`config.mk`:
```
export PLATFORM = sky130hd
export DESIGN_NAME = ffi_window_ctrl
export DESIGN_NICKNAME = d
export VERILOG_FILES = /design/src/rtl/ffi_pkg.sv /design/src/rtl/ffi_budget_grant.sv /design/src/rtl/ffi_window_ctrl.sv
export SDC_FILE = /design/constraint.sdc
export NUM_CORES = 1
export LEC_CHECK = 0
export CAP_MARGIN = 10
export CORE_MARGIN = 5
export CORE_UTILIZATION = 62
export DETAILED_ROUTE_END_ITERATION = 7
export MAX_ROUTING_LAYER = met4
export PLACE_DENSITY = 0.87
export SYNTH_ARGS = -nofsm -noshare
export SYNTH_HDL_FRONTEND = slang
export SYNTH_HIERARCHICAL = 1
export SYNTH_SLANG_ARGS = --single-unit
```
`constraint.sdc`:
```
create_clock -name clk -period 23.4 [get_ports clk]
set_input_delay 2.34 -clock clk [delete_from_list [all_inputs] [get_ports clk]]
set_output_delay 2.34 -clock clk [all_outputs]
set_load 0.01 [all_outputs]
```
`src/rtl/ffi_pkg.sv`:
```
// Shared types and width helpers for the feed-forward-inhibition window controller.
package ffi_pkg;

    typedef enum logic [1:0] {
        IDLE    = 2'd0,
        ACTIVE  = 2'd1,
        INHIBIT = 2'd2
    } ffi_state_t;

    // Width helpers: spike counter holds 0..n, window counter holds 0..len-1
    function automatic int cnt_w(input int n);
        return $clog2(n + 1);
    endfunction

    function automatic int win_w(input int len);
        return $clog2(len);
    endfunction

    localparam int DEF_NUM_SPIKES = 8;
    localparam int DEF_GAMMA_LEN  = 16;
    localparam int CNT_W          = $clog2(DEF_NUM_SPIKES + 1);
    localparam int WIN_W          = $clog2(DEF_GAMMA_LEN);

endpackage

```
`src/rtl/ffi_budget_grant.sv`:
```
// Lowest-index-first grant of up to 'budget' eligible lanes; purely combinational.
module ffi_budget_grant
    import ffi_pkg::*;
#(
    parameter int N  = DEF_NUM_SPIKES,
    parameter int CW = CNT_W
) (
    input  logic [N-1:0]  eligible,
    input  logic [CW-1:0] budget,
    output logic [N-1:0]  grant
);

    logic [CW-1:0] left;

    // Walk lanes from index 0 and hand out grants until the budget is spent
    always_comb begin
        grant = '0;
        left  = budget;
        for (int i = 0; i < N; i++) begin
            if (eligible[i] && (left != '0)) begin
                grant[i] = 1'b1;
                left     = left - CW'(1);
            end
        end
    end

endmodule

```
`src/rtl/ffi_window_ctrl.sv`:
```
// Gamma-window spike controller: grants at most FFI_MAX lanes per window,
// each lane once, then inhibits until the window closes or restarts.
// Optional macro FFI_STATS_EN adds a saturating drop_count output.
module ffi_window_ctrl
    import ffi_pkg::*;
#(
    parameter int NUM_SPIKES = 8,
    parameter int FFI_MAX    = 3,
    parameter int GAMMA_LEN  = 16
) (
    input  logic                             clk,
    input  logic                             rst_l,
    input  logic                             gamma_start,
    input  logic [NUM_SPIKES-1:0]            spike_in_l,
    output logic [NUM_SPIKES-1:0]            spike_out_l,
    output logic                             inhibit,
    output logic                             window_active,
    output logic [cnt_w(NUM_SPIKES)-1:0]     spike_count
`ifdef FFI_STATS_EN
    ,
    output logic [15:0]                      drop_count
`endif
);

    localparam int CW = cnt_w(NUM_SPIKES);
    localparam int WW = win_w(GAMMA_LEN);

    ffi_state_t            state, state_nx;
    logic [WW-1:0]         cnt, cnt_nx;
    logic [CW-1:0]         count_nx, n_grant, budget;
    logic [NUM_SPIKES-1:0] fired, fired_nx, out_nx, eligible, grant;
    logic                  last_cyc;

    // Requests in a gamma_start cycle are discarded: the window (re)opens next cycle
    assign eligible = (state == ACTIVE && !gamma_start) ? (~spike_in_l & ~fired) : '0;
    assign budget   = CW'(FFI_MAX) - spike_count;
    assign last_cyc = (cnt == WW'(GAMMA_LEN - 1));

    ffi_budget_grant #(.N(NUM_SPIKES), .CW(CW)) u_grant (
        .eligible (eligible),
        .budget   (budget),
        .grant    (grant)
    );

    // State register
    always_ff @(posedge clk or negedge rst_l) begin
        if (!rst_l) state <= IDLE;
        else        state <= state_nx;
    end

    // Next state and next datapath values; restart beats expiry
    always_comb begin
        state_nx = state;
        cnt_nx   = cnt;
        count_nx = spike_count;
        fired_nx = fired;
        out_nx   = '1;
        n_grant  = '0;
        for (int i = 0; i < NUM_SPIKES; i++) n_grant = n_grant + CW'(grant[i]);
        if (gamma_start) begin
            state_nx = ACTIVE;
            cnt_nx   = '0;
            count_nx = '0;
            fired_nx = '0;
        end else if (state != IDLE) begin
            out_nx   = ~grant;
            count_nx = spike_count + n_grant;
            fired_nx = fired | grant;
            if (last_cyc) begin
                state_nx = IDLE;
            end else begin
                cnt_nx = cnt + WW'(1);
                if (state == ACTIVE && count_nx == CW'(FFI_MAX)) state_nx = INHIBIT;
            end
        end
    end

    // Registered datapath and status outputs
    always_ff @(posedge clk or negedge rst_l) begin
        if (!rst_l) begin
            cnt           <= '0;
            spike_count   <= '0;
            fired         <= '0;
            spike_out_l   <= '1;
            inhibit       <= 1'b0;
            window_active <= 1'b0;
        end else begin
            cnt           <= cnt_nx;
            spike_count   <= count_nx;
            fired         <= fired_nx;
            spike_out_l   <= out_nx;
            inhibit       <= (state_nx == INHIBIT);
            window_active <= (state_nx != IDLE);
        end
    end

`ifdef FFI_STATS_EN
    logic [15:0] drop_inc;
    logic [16:0] drop_sum;

    // Lanes lost this cycle: eligible but over budget, or requesting while inhibited
    always_comb begin
        drop_inc = '0;
        for (int i = 0; i < NUM_SPIKES; i++) begin
            drop_inc = drop_inc + 16'(eligible[i] & ~grant[i]);
            if (state == INHIBIT && !gamma_start) drop_inc = drop_inc + 16'(~spike_in_l[i]);
        end
        drop_sum = {1'b0, drop_count} + {1'b0, drop_inc};
    end

    // Saturating drop counter, cleared only by reset
    always_ff @(posedge clk or negedge rst_l) begin
        if (!rst_l) drop_count <= '0;
        else        drop_count <= drop_sum[16] ? 16'hFFFF : drop_sum[15:0];
    end
`endif

endmodule

```
==> reports/qor.yml <==
timing:
  setup_viol: 0
  drv_slew: 0
  fin_crit_sh_pct: 51.8
  final.setup.worst_slack_ns: 11.29
  slew-limit-headroom_pct: 43.2
  finalCriticalPeriod_ns: 12.11
  fmax_mhz: 82.6
  clock_skew_ns: 0.00191
  rsz0062_at_grt: "false"
  tns_ns: 0
  hold_viol_final: 0
  worst_pin_slew_ns: 0.849
  hold_ws_ns: 0.525
clock_tree:
  clock_path_buffers: 2
  clock_sinks: 28
  cts.clk_slew.worst_paths_ns: 0.09
  ctsResizeCount: 0
  htreeDepth: 1
  cts_root_buf: "clkbuf_8"
  clock_latency_ns: 0.27
  cts_buffers: 3
  holdBufCountCts: 0
  cts_tree: "yes"
  post_cts_buffers: 0
synth:
  synth_common_cells: "25 x nand2_1, 24 x inv_1, 24 x nor2_1"
  synthFlopType: "dfrtp_1"
  yosysMostFrequentCell: "nand2_1"
  syn_area_um2: 2470
  synth_area_leaders: "dfrtp_1 20%, dfstp_2 8.5%, ha_1 5.1%"
  synth-edff-count: 0
  synth-warning-count: 6
  synth_area_leader_cell: "dfrtp_1"
  netlist.area_leader.share_pct: 20.2
  synthCells: 274
  yosysUniqueCellTypes: 73
  ys_seq_elements: 28
  synthArstFlopShare_pct: 100
  avgSynthCellArea_um2: 9.03
  syn_nets: 300
  yosysSeqAreaShare_pct: 28.7
floorplanning:
  die_area_um2: 5360
  core-area_um2: 3940
  ios: 25
  row_count: 23
  die_x_um: 73.2
  initial_utilization_pct: 62.8
  die_h_um: 73.2
route:
  wl_per_cell_um: 15.6
  drt_wl_total_um: 5370
  dr_total_vias: 2077
  ant_nets: 0
  firstDrtPassIters: 4
  viasPerCell: 6.02
  drc: 0
  drt-initial-drc-count: 94
critical_path:
  rr_startpoint: "state[1]"
  cp_max_fo: 23
  cpPeakStageDelay_ns: 0.84
  cp_common_cell: "fa_1"
  critPathCaptureType: "register"
  reg2reg_slack_ns: 13.92
  reg2reg_to: "state[0]"
  crit_family: "compound AO/OA/AOI/OAI gates"
  crit_required_ns: 23.56
  startpoint_type: "primary input"
  worstSetupPathType: "in -> reg"
  slowest_stage: "clkdlybuf4s50_1"
  worst_ep_arrival_time_ns: 12.28
  worst-path-buf-inv: 5
  r2r_cells: 31
place:
  pre_cts_ws_ns: 11.10
  gp_congestion: 0.918
  placedInstanceArea_um2: 2730
  port_buffers: 24
  hpwlAfterDp_um: 4070
grt:
  antenna_found_initial: 0
  grt_remaining_overflow: 0
  grt_usage_pct: 22.8
  grt_start_max_net_pins: 29
  grt_first_pass_wirelength_um: 9510
  grt_pass1_vias: 2017
pwr:
  combPwrFrac_pct: 69.9
  switching_share_pct: 46.4
  p_clk_share_pct: 9.0
  ir_drop_uv: 71.5
  p_leak_nw: 1.18
  switchingPower_w: 0.000154
  power_density_nw_per_um2: 120
  pwr-share-seq_pct: 21.0
  p_int_w: 0.000178
min_path:
  hold_path_startpoint: "fired[2]"
  whs_endpoint: "fired[2]"
  hold_class: "reg -> reg"
  worstHoldPathCells: 2
cells_and_area:
  finalInstanceArea_um2: 2780
  nFillCells: 290
  nets: 322
  finalCoreUtilization_pct: 70.6
  layout-drive-gt1-share_pct: 16.3
  num_antenna_cells: 0
  area_delta_synth_final_pct: 12.4
run:
  maxCapViolCount: 0
status:
  status: "finished, final reports clean"
-- cell families (layout without fill, tap and decap cells) --
kind of cell,count (synthesis),count (layout),share of synthesized area [%]
buf+inv,33,54,6.27
xor+xnor,11,11,4.45
compound gates,67,67,21.2
mux,9,9,4.30
fa+ha+maj,16,16,9.50
simple gates,110,110,25.5
flops,28,28,28.7
-- per-stage QoR --
stage               total power, W  std cells
finish                    0.000333        345
global route              0.000362        345
CTS                       0.000331        345
detailed placement        0.000299        341
global placement          0.000292        341
floorplan                 0.000252        274
-- sequential cells by signal, summed over array words and instances, names as in the netlist --
| name | flops |
|---|---|
| cnt | 4 |
| fired | 8 |
| inhibit | 1 |
| spike_count | 4 |
| spike_out_l | 8 |
| state | 2 |
| window_active | 1 |
-- worst reg2reg max path, delay by kind of cell, from the launching register on --
kind	cells	cell delay (ns)
AO/OA/AOI/OAI	11	3.16
AND/OR/NAND/NOR	9	2.62
adder cells (fa/ha/maj)	7	2.64
flip-flops	1	0.44
buffers and inverters	4	0.50
-- worst max-delay path by stage --
stage | from | to | slack [ns] | cells past startpoint
floorplan | gamma_start | state[0] | 13.20 | 34
global placement | gamma_start | state[0] | 11.42 | 32
detailed placement | gamma_start | state[0] | 11.10 | 32
CTS | gamma_start | state[0] | 11.35 | 32
global route | gamma_start | state[0] | 10.57 | 33
finish | gamma_start | state[0] | 11.29 | 32
-- cell usage in the layout, fill, tap and decap left out, types with 3 or more instances in the layout --
master           instances
nand2_1                 25
inv_1                   24
nor2_1                  24
clkdlybuf4s50_1         24
dfrtp_1                 20
a21oi_1                 19
nand3_1                 12
ha_1                    10
nor3_2                   9
dfstp_2                  8
xnor2_1                  6
o21ai_0                  6
nor3_1                   6
a21o_1                   5
fa_1                     5
xor2_1                   4
and3_1                   4
clkbuf_8                 4
a31oi_1                  3
or3b_1                   3
nand3b_1                 3
nand2b_1                 3
a211oi_2                 3
or2_2                    3
mux2i_1                  3
a21boi_0                 3
or3_1                    3
-- power by group through the flow --
stage	Sequential [W]	Combinational, W	Clock, W
after global placement	0.0000706	0.000221	0
after global routing	0.0000720	0.000258	0.0000325
after CTS	0.0000700	0.000231	0.0000300
after floorplan	0.0000710	0.000181	0
after detailed placement	0.0000708	0.000228	0
final	0.0000700	0.000233	0.0000300
-- routing by layer --
metal  GRT usage (%)  wire length (um)  vias to the layer above
li1                -                 -                     1029
met1            30.2              2360                      995
met2            37.5              2790                       44
met3            2.07               161                        9
met4            5.74                64                        0
met5               -                 0                        -
-- final cells by class --
cell class              instances  area (um2)  area share, %
multi-input cells             213        1610           57.8
flip-flops and latches         28         711           25.5
repair buffers                 26         255           9.17
inverters                      24        90.1           3.24
well taps                      50        62.6           2.25
clock buffers                   4        55.1           1.98
Power figures use the tool's default switching activity.
